[config.mk]
export PLATFORM = sky130hd
export DESIGN_NAME = cam_capture_flat
export DESIGN_NICKNAME = d
export VERILOG_FILES = /design/src/rtl/cam_capture_if.sv /design/src/rtl/cam_capture.sv /design/src/flat_wrapper.sv
export SDC_FILE = /design/constraint.sdc
export NUM_CORES = 1
export LEC_CHECK = 0
export BUFFER_PORTS_ARGS = -buffer_cell sky130_fd_sc_hd__buf_4
export CAP_MARGIN = 20
export CORE_ASPECT_RATIO = 1.5
export CORE_MARGIN = 2
export CORE_UTILIZATION = 58
export DETAILED_ROUTE_END_ITERATION = 6
export GPL_TIMING_DRIVEN = 1
export HOLD_SLACK_MARGIN = 0.05
export PLACE_DENSITY = 0.83
export SKIP_LAST_GASP = 1
export SYNTH_ARGS = -nofsm -noshare
export SYNTH_HDL_FRONTEND = slang
export SYNTH_SLANG_ARGS = --single-unit
[constraint.sdc]
create_clock -name pclk -period 2.7 [get_ports pclk]
set_input_delay 0.54 -clock pclk [delete_from_list [all_inputs] [get_ports pclk]]
set_output_delay 0.54 -clock pclk [all_outputs]
set_load 0.005 [all_outputs]
[src/rtl/cam_capture_if.sv]
// Bundle of the camera-side inputs and memory/status outputs of cam_capture.
// slave is the capture block; master is the surrounding system or bench.
interface cam_capture_if #(
  parameter int AW = 17
);
  logic          vsync;
  logic          href;
  logic [7:0]    px_data;
  logic          capture_en;
  logic [AW-1:0] mem_px_addr;
  logic [15:0]   mem_px_data;
  logic          px_wr;
  logic          frame_done;
  logic          frame_err;
  logic [7:0]    frame_cnt;

  modport slave (
    input  vsync, href, px_data, capture_en,
    output mem_px_addr, mem_px_data, px_wr, frame_done, frame_err, frame_cnt
  );

  modport master (
    output vsync, href, px_data, capture_en,
    input  mem_px_addr, mem_px_data, px_wr, frame_done, frame_err, frame_cnt
  );
endinterface

[src/rtl/cam_capture.sv]
// Captures RGB565 byte pairs from a parallel camera into a frame buffer,
// converting each pixel to RGB332/RGB444/RGB565 on the fly.
module cam_capture #(
  parameter int AW    = 17,
  parameter int IMG_W = 160,
  parameter int IMG_H = 120,
  parameter int MODE  = 0
) (
  input  logic          pclk,
  input  logic          rst,
  cam_capture_if.slave  bus
);

  localparam logic [1:0] IDLE    = 2'd0;
  localparam logic [1:0] ARMED   = 2'd1;
  localparam logic [1:0] BYTE_HI = 2'd2;
  localparam logic [1:0] BYTE_LO = 2'd3;

  localparam int XW = $clog2(IMG_W + 1);
  localparam int YW = $clog2(IMG_H + 1);
  localparam logic [XW-1:0] X_MAX     = XW'(IMG_W);
  localparam logic [YW-1:0] Y_MAX     = YW'(IMG_H);
  localparam logic [AW-1:0] LINE_STEP = AW'(IMG_W);
  localparam logic [AW-1:0] NPIX      = AW'(IMG_W * IMG_H);

  logic [1:0]    state;
  logic          vsync_q;
  logic          href_q;
  logic [XW-1:0] x;
  logic [YW-1:0] y;
  logic [AW-1:0] line_base;
  logic [AW-1:0] px_count;
  logic [7:0]    hi_byte;
  logic [AW-1:0] addr_r;
  logic [15:0]   data_r;
  logic          wr_r;
  logic          done_r;
  logic          err_r;
  logic [7:0]    cnt_r;

  logic vsync_fall;
  logic vsync_rise;
  logic href_fall;
  logic in_bounds;

  assign vsync_fall = vsync_q & ~bus.vsync;
  assign vsync_rise = ~vsync_q & bus.vsync;
  assign href_fall  = href_q & ~bus.href;
  assign in_bounds  = (x < X_MAX) && (y < Y_MAX);

  // R = p[15:11], G = p[10:5], B = p[4:0]; unknown modes fall back to RGB332.
  function automatic logic [15:0] convert(input logic [15:0] p);
    case (MODE)
      1:       return {4'h0, p[15:12], p[10:7], p[4:1]};
      2:       return p;
      default: return {8'h00, p[15:13], p[10:8], p[4:3]};
    endcase
  endfunction

  // NOTE: all state uses non-blocking assignments so every register samples
  // the pre-edge values of its neighbours; the async reset clears every
  // register, including the output data/address, so nothing stale leaks out.
  always_ff @(posedge pclk or negedge rst) begin
    if (!rst) begin
      state     <= IDLE;
      vsync_q   <= 1'b0;
      href_q    <= 1'b0;
      x         <= '0;
      y         <= '0;
      line_base <= '0;
      px_count  <= '0;
      hi_byte   <= '0;
      addr_r    <= '0;
      data_r    <= '0;
      wr_r      <= 1'b0;
      done_r    <= 1'b0;
      err_r     <= 1'b0;
      cnt_r     <= '0;
    end else begin
      vsync_q <= bus.vsync;
      href_q  <= bus.href;
      wr_r    <= 1'b0;
      done_r  <= 1'b0;
      case (state)
        IDLE: begin
          if (bus.capture_en) state <= ARMED;
        end
        ARMED: begin
          if (vsync_fall) begin
            x         <= '0;
            y         <= '0;
            line_base <= '0;
            px_count  <= '0;
            err_r     <= 1'b0;
            state     <= BYTE_HI;
          end
        end
        BYTE_HI, BYTE_LO: begin
          if (vsync_rise) begin
            done_r <= 1'b1;
            cnt_r  <= cnt_r + 8'd1;
            if (px_count < NPIX) err_r <= 1'b1;
            state  <= bus.capture_en ? ARMED : IDLE;
          end else if (href_fall) begin
            // An odd byte count leaves a half pixel behind: drop it and flag.
            if (state == BYTE_LO) begin
              err_r <= 1'b1;
              state <= BYTE_HI;
            end
            if (x != '0) begin
              x <= '0;
              if (y != Y_MAX) begin
                y         <= y + YW'(1);
                line_base <= line_base + LINE_STEP;
              end
            end
          end else if (bus.href) begin
            if (state == BYTE_HI) begin
              hi_byte <= bus.px_data;
              state   <= BYTE_LO;
            end else begin
              state <= BYTE_HI;
              if (in_bounds) begin
                addr_r   <= line_base + AW'(x);
                data_r   <= convert({hi_byte, bus.px_data});
                wr_r     <= 1'b1;
                px_count <= px_count + AW'(1);
              end
              if (x != X_MAX) x <= x + XW'(1);
            end
          end
        end
        default: state <= IDLE;
      endcase
    end
  end

  assign bus.mem_px_addr = addr_r;
  assign bus.mem_px_data = data_r;
  assign bus.px_wr       = wr_r;
  assign bus.frame_done  = done_r;
  assign bus.frame_err   = err_r;
  assign bus.frame_cnt   = cnt_r;

endmodule

[src/flat_wrapper.sv]
// flat-port wrapper written by rule: the top's interface ports become plain ports
module cam_capture_flat 
#(
  parameter int AW    = 17,
  parameter int IMG_W = 160,
  parameter int IMG_H = 120,
  parameter int MODE  = 0
)
  (pclk, rst, bus_vsync, bus_href, bus_px_data, bus_capture_en, bus_mem_px_addr, bus_mem_px_data, bus_px_wr, bus_frame_done, bus_frame_err, bus_frame_cnt);
  cam_capture_if #(.AW(AW)) bus_i ();
  input  logic pclk;
  input  logic rst;
  input wire logic [$bits(bus_i.vsync)-1:0] bus_vsync;
  input wire logic [$bits(bus_i.href)-1:0] bus_href;
  input wire logic [$bits(bus_i.px_data)-1:0] bus_px_data;
  input wire logic [$bits(bus_i.capture_en)-1:0] bus_capture_en;
  output wire logic [$bits(bus_i.mem_px_addr)-1:0] bus_mem_px_addr;
  output wire logic [$bits(bus_i.mem_px_data)-1:0] bus_mem_px_data;
  output wire logic [$bits(bus_i.px_wr)-1:0] bus_px_wr;
  output wire logic [$bits(bus_i.frame_done)-1:0] bus_frame_done;
  output wire logic [$bits(bus_i.frame_err)-1:0] bus_frame_err;
  output wire logic [$bits(bus_i.frame_cnt)-1:0] bus_frame_cnt;
  assign bus_i.vsync = bus_vsync;
  assign bus_i.href = bus_href;
  assign bus_i.px_data = bus_px_data;
  assign bus_i.capture_en = bus_capture_en;
  assign bus_mem_px_addr = bus_i.mem_px_addr;
  assign bus_mem_px_data = bus_i.mem_px_data;
  assign bus_px_wr = bus_i.px_wr;
  assign bus_frame_done = bus_i.frame_done;
  assign bus_frame_err = bus_i.frame_err;
  assign bus_frame_cnt = bus_i.frame_cnt;
  cam_capture #(.AW(AW), .IMG_W(IMG_W), .IMG_H(IMG_H), .MODE(MODE)) u_core (.pclk(pclk), .rst(rst), .bus(bus_i));
endmodule
==> run metrics <==
FFs w/ async S/R, synth=100%; initial DRC count=199; Antenna Nets Post-Route=0; final hold violations=0; critical path class=register to register; EDFF count, synth=0; sw power=between 1000 and 1500 µW; Post-Route WL=8590 µm; CTS resizes=0; final design utilization=70.0%; dpl hpwl=slightly above 6000 µm; Via density=5.74; Starting Density=59.3%; CTS clk-pin slew, worst paths=0.06 ns; Nets=slightly above 500; total number of vias=3377; Seq/Total Area, Yosys=50.5%; Worst setup EP type=register; CTS root buf=clkbuf_16; Post-Synth Simple-Gate Area=a little under 20%; critical path startpoint category=register; H-tree Lvls=3; flops & latches, synth=90; Synth area leader=dfrtp_1; Die Height=about 110 µm; prevailing post-synth register cell=dfrtp_1; status=complete, no violations; Die Wd=around 76 µm; most frequent cell after synthesis=dfrtp_1; Final setup viols=0; CP cell instances=or4b_4 > nor4_2 > or3_1 > buf_4 > or4_1 > nand3_1; final worst-path cycle share=89.6%; Clock power frac=about 30%; global-route usage over all layers=22.6%; Cells after Synth=427; number of diodes=0; fin crit period=2.42 ns; initial antenna violation count=0; Max Cap Violations=0; leakage power=~0.0023 µW; Die Area=8420 µm²; I/O pin cnt=between 50 and 60; Reg power frac=42.9%; Gate power share=roughly 28%; Routability Congestion=0.837; RSZ-0062 raised after global routing=no; Req. time, crit path=approximately 2.9 ns; clk_lat worst skew=0.34 ns; area of the core=around 7500 µm²; # rows=39; Post-Syn Area=4460 µm²; largest net degree at the start of global routing=53; Final TNS setup=0 ns; PortBufs=48; Setup Fix Bufs, Post-CTS=0; # DRC=0; drt wl/cell=14.6 µm; first-pass GRT wire length=roughly 15000 µm; vias in the first global route=roughly 3300; Max IR drop VDD=0.000561 V; Initial DRT Pass Iterations=4; fraction of layout cells with a size suffix above 1=a little over a fifth; Worst-Margin Slew=0.681 ns; Slew Limit Fails=0; largest family of logic cells by synthesized area=simple AND/OR/NAND/NOR gates; max incr delay on CP=between 0.5 and 0.6 ns; setup slack, reg-to-reg=about 0.28 ns; share of Yosys cell area claimed by the top area cell type=50.5%; CTS Buffer Depth=2; CTS Hold Bufs=0; Area contributors post-synth=dfrtp_1, mux2_2, xnor2_1; Achievable Freq=~410 MHz; Max stage delay cell, worst path=or3_1; area grow syn2layout=18.1%; Slew Limit Headroom=54.6%; Power Density=866 nW/µm²; Critical Path AT=2.65 ns; CTS tree=built; total congestion overflow=0; Fillers=just under 600; Clock Skew=around 0.0063 ns; top cells by count, synth=dfrtp_1, nor2_1, a21oi_1; Critical Path Fanout Max=23; mux cell area share after synthesis=6.54%; CTS Sinks=90; internal power=3210 µW; CTS buffer count=9; worst min path class=input port to async pin; Yosys cell types=47; Synth warnings=0; Net Sw Frac=just under 30%; Avg Cell Area, Syn=10.4 µm²; Post-Synth Adder-Cell Area=2.81%; post-synthesis compound-gate area fraction=10.9%; xor-xnor portion of the synthesized cell area=5.70%
metal layers:
metal / vias to the layer above / global-route usage, % / wire, µm
met4: 0 / 10.1 / 178
met1: 1626 / 28.8 / 3520
li1: 1652 / - / -
met3: 15 / 4.62 / 409
met5: - / 0 / 0
met2: 84 / 36.3 / 4480
path summary, 6_finish.rpt:
path,startpoint,endpoint,cells past startpoint
worst min register to register,u_core.bus.frame_cnt[7]$_DFFE_PN0N_,u_core.bus.frame_cnt[7]$_DFFE_PN0N_,1
worst max register to register,u_core.x[2]$_DFFE_PN0P_,u_core.line_base[7]$_DFFE_PN0P_,6
worst max-delay path,u_core.x[2]$_DFFE_PN0P_,u_core.line_base[7]$_DFFE_PN0P_,6
worst min-delay path,rst,u_core.bus.frame_cnt[7]$_DFFE_PN0N_,1
max in group asynchronous,rst,u_core.bus.mem_px_addr[1]$_DFFE_PN0P_,2
min in group pclk,bus_vsync,u_core.vsync_q$_DFF_PN0_,1
cell usage in the layout, fill, tap and decap left out, drive strengths merged, types with 6 or more instances in the layout:
cell    count
a21oi      31
and4        6
buf        61
clkbuf     13
conb        8
dfrtp      90
ha         10
inv         6
mux2       25
nand2      25
nand2b      8
nand3      16
nand4      12
nor2       39
nor4        8
o21ai      23
o31ai      10
or3        10
or4         9
xnor2      25
critical path, delay by kind of cell (launching register included):
family	cells	cell delay, ns
AND/OR/NAND/NOR	5	1.64
flip-flops	1	0.44
buffers and inverters	1	0.24
cells by family after synthesis:
| family | count (synthesis) |
|---|---|
| DFF | 90 |
| other | 1 |
| AOI/OAI and AO/OA | 80 |
| xor gates and xnor gates | 29 |
| adders and majority gates | 10 |
| and+or+nand+nor | 161 |
| muxes | 26 |
| buffers and inverters | 30 |
stage by stage:
stage | instance area (µm²) | cells | total power [µW] | worst slack, ns | hold slack (ns)
global placement | 4940 | 573 | 3190 | 0.232 | 0.465
detailed placement | 4940 | 573 | 3260 | 0.219 | 0.464
global route | 5260 | 588 | 4850 | 0.143 | 0.294
floorplan | 4480 | 434 | 2700 | 0.538 | 0.244
CTS | 5260 | 588 | 4600 | 0.277 | 0.271
finish | 5260 | 588 | 4560 | 0.280 | 0.235
cell type report:
type                            count  area [µm²]  share of cell area, %
Sequential cell                    90        2250                   42.8
Multi-Input combinational cell    314        2070                   39.3
Inverter                            6        22.5                  0.428
Tap cell                          102         128                   2.42
Clock buffer                       13         260                   4.94
Clock inverter                      2        60.1                   1.14
Timing Repair Buffer               61         470                   8.94
registers in the layout, indices dropped and copies added (netlist names), 2 cells and up:
name / flops
u_core.y: 7
u_core.state: 2
u_core.px_count: 17
u_core.bus.frame_cnt: 8
u_core.bus.mem_px_data: 8
u_core.line_base: 12
u_core.x: 8
u_core.bus.mem_px_addr: 17
u_core.hi_byte: 6
power by group through the flow:
stage	combinational [µW]	sequential, µW	clock, µW
global route	1420	2010	1420
finish	1270	1960	1340
floorplan	767	1930	0
CTS	1290	1960	1360
detailed placement	1280	1980	0
global placement	1230	1960	0
Power figures use the tool's default switching activity.
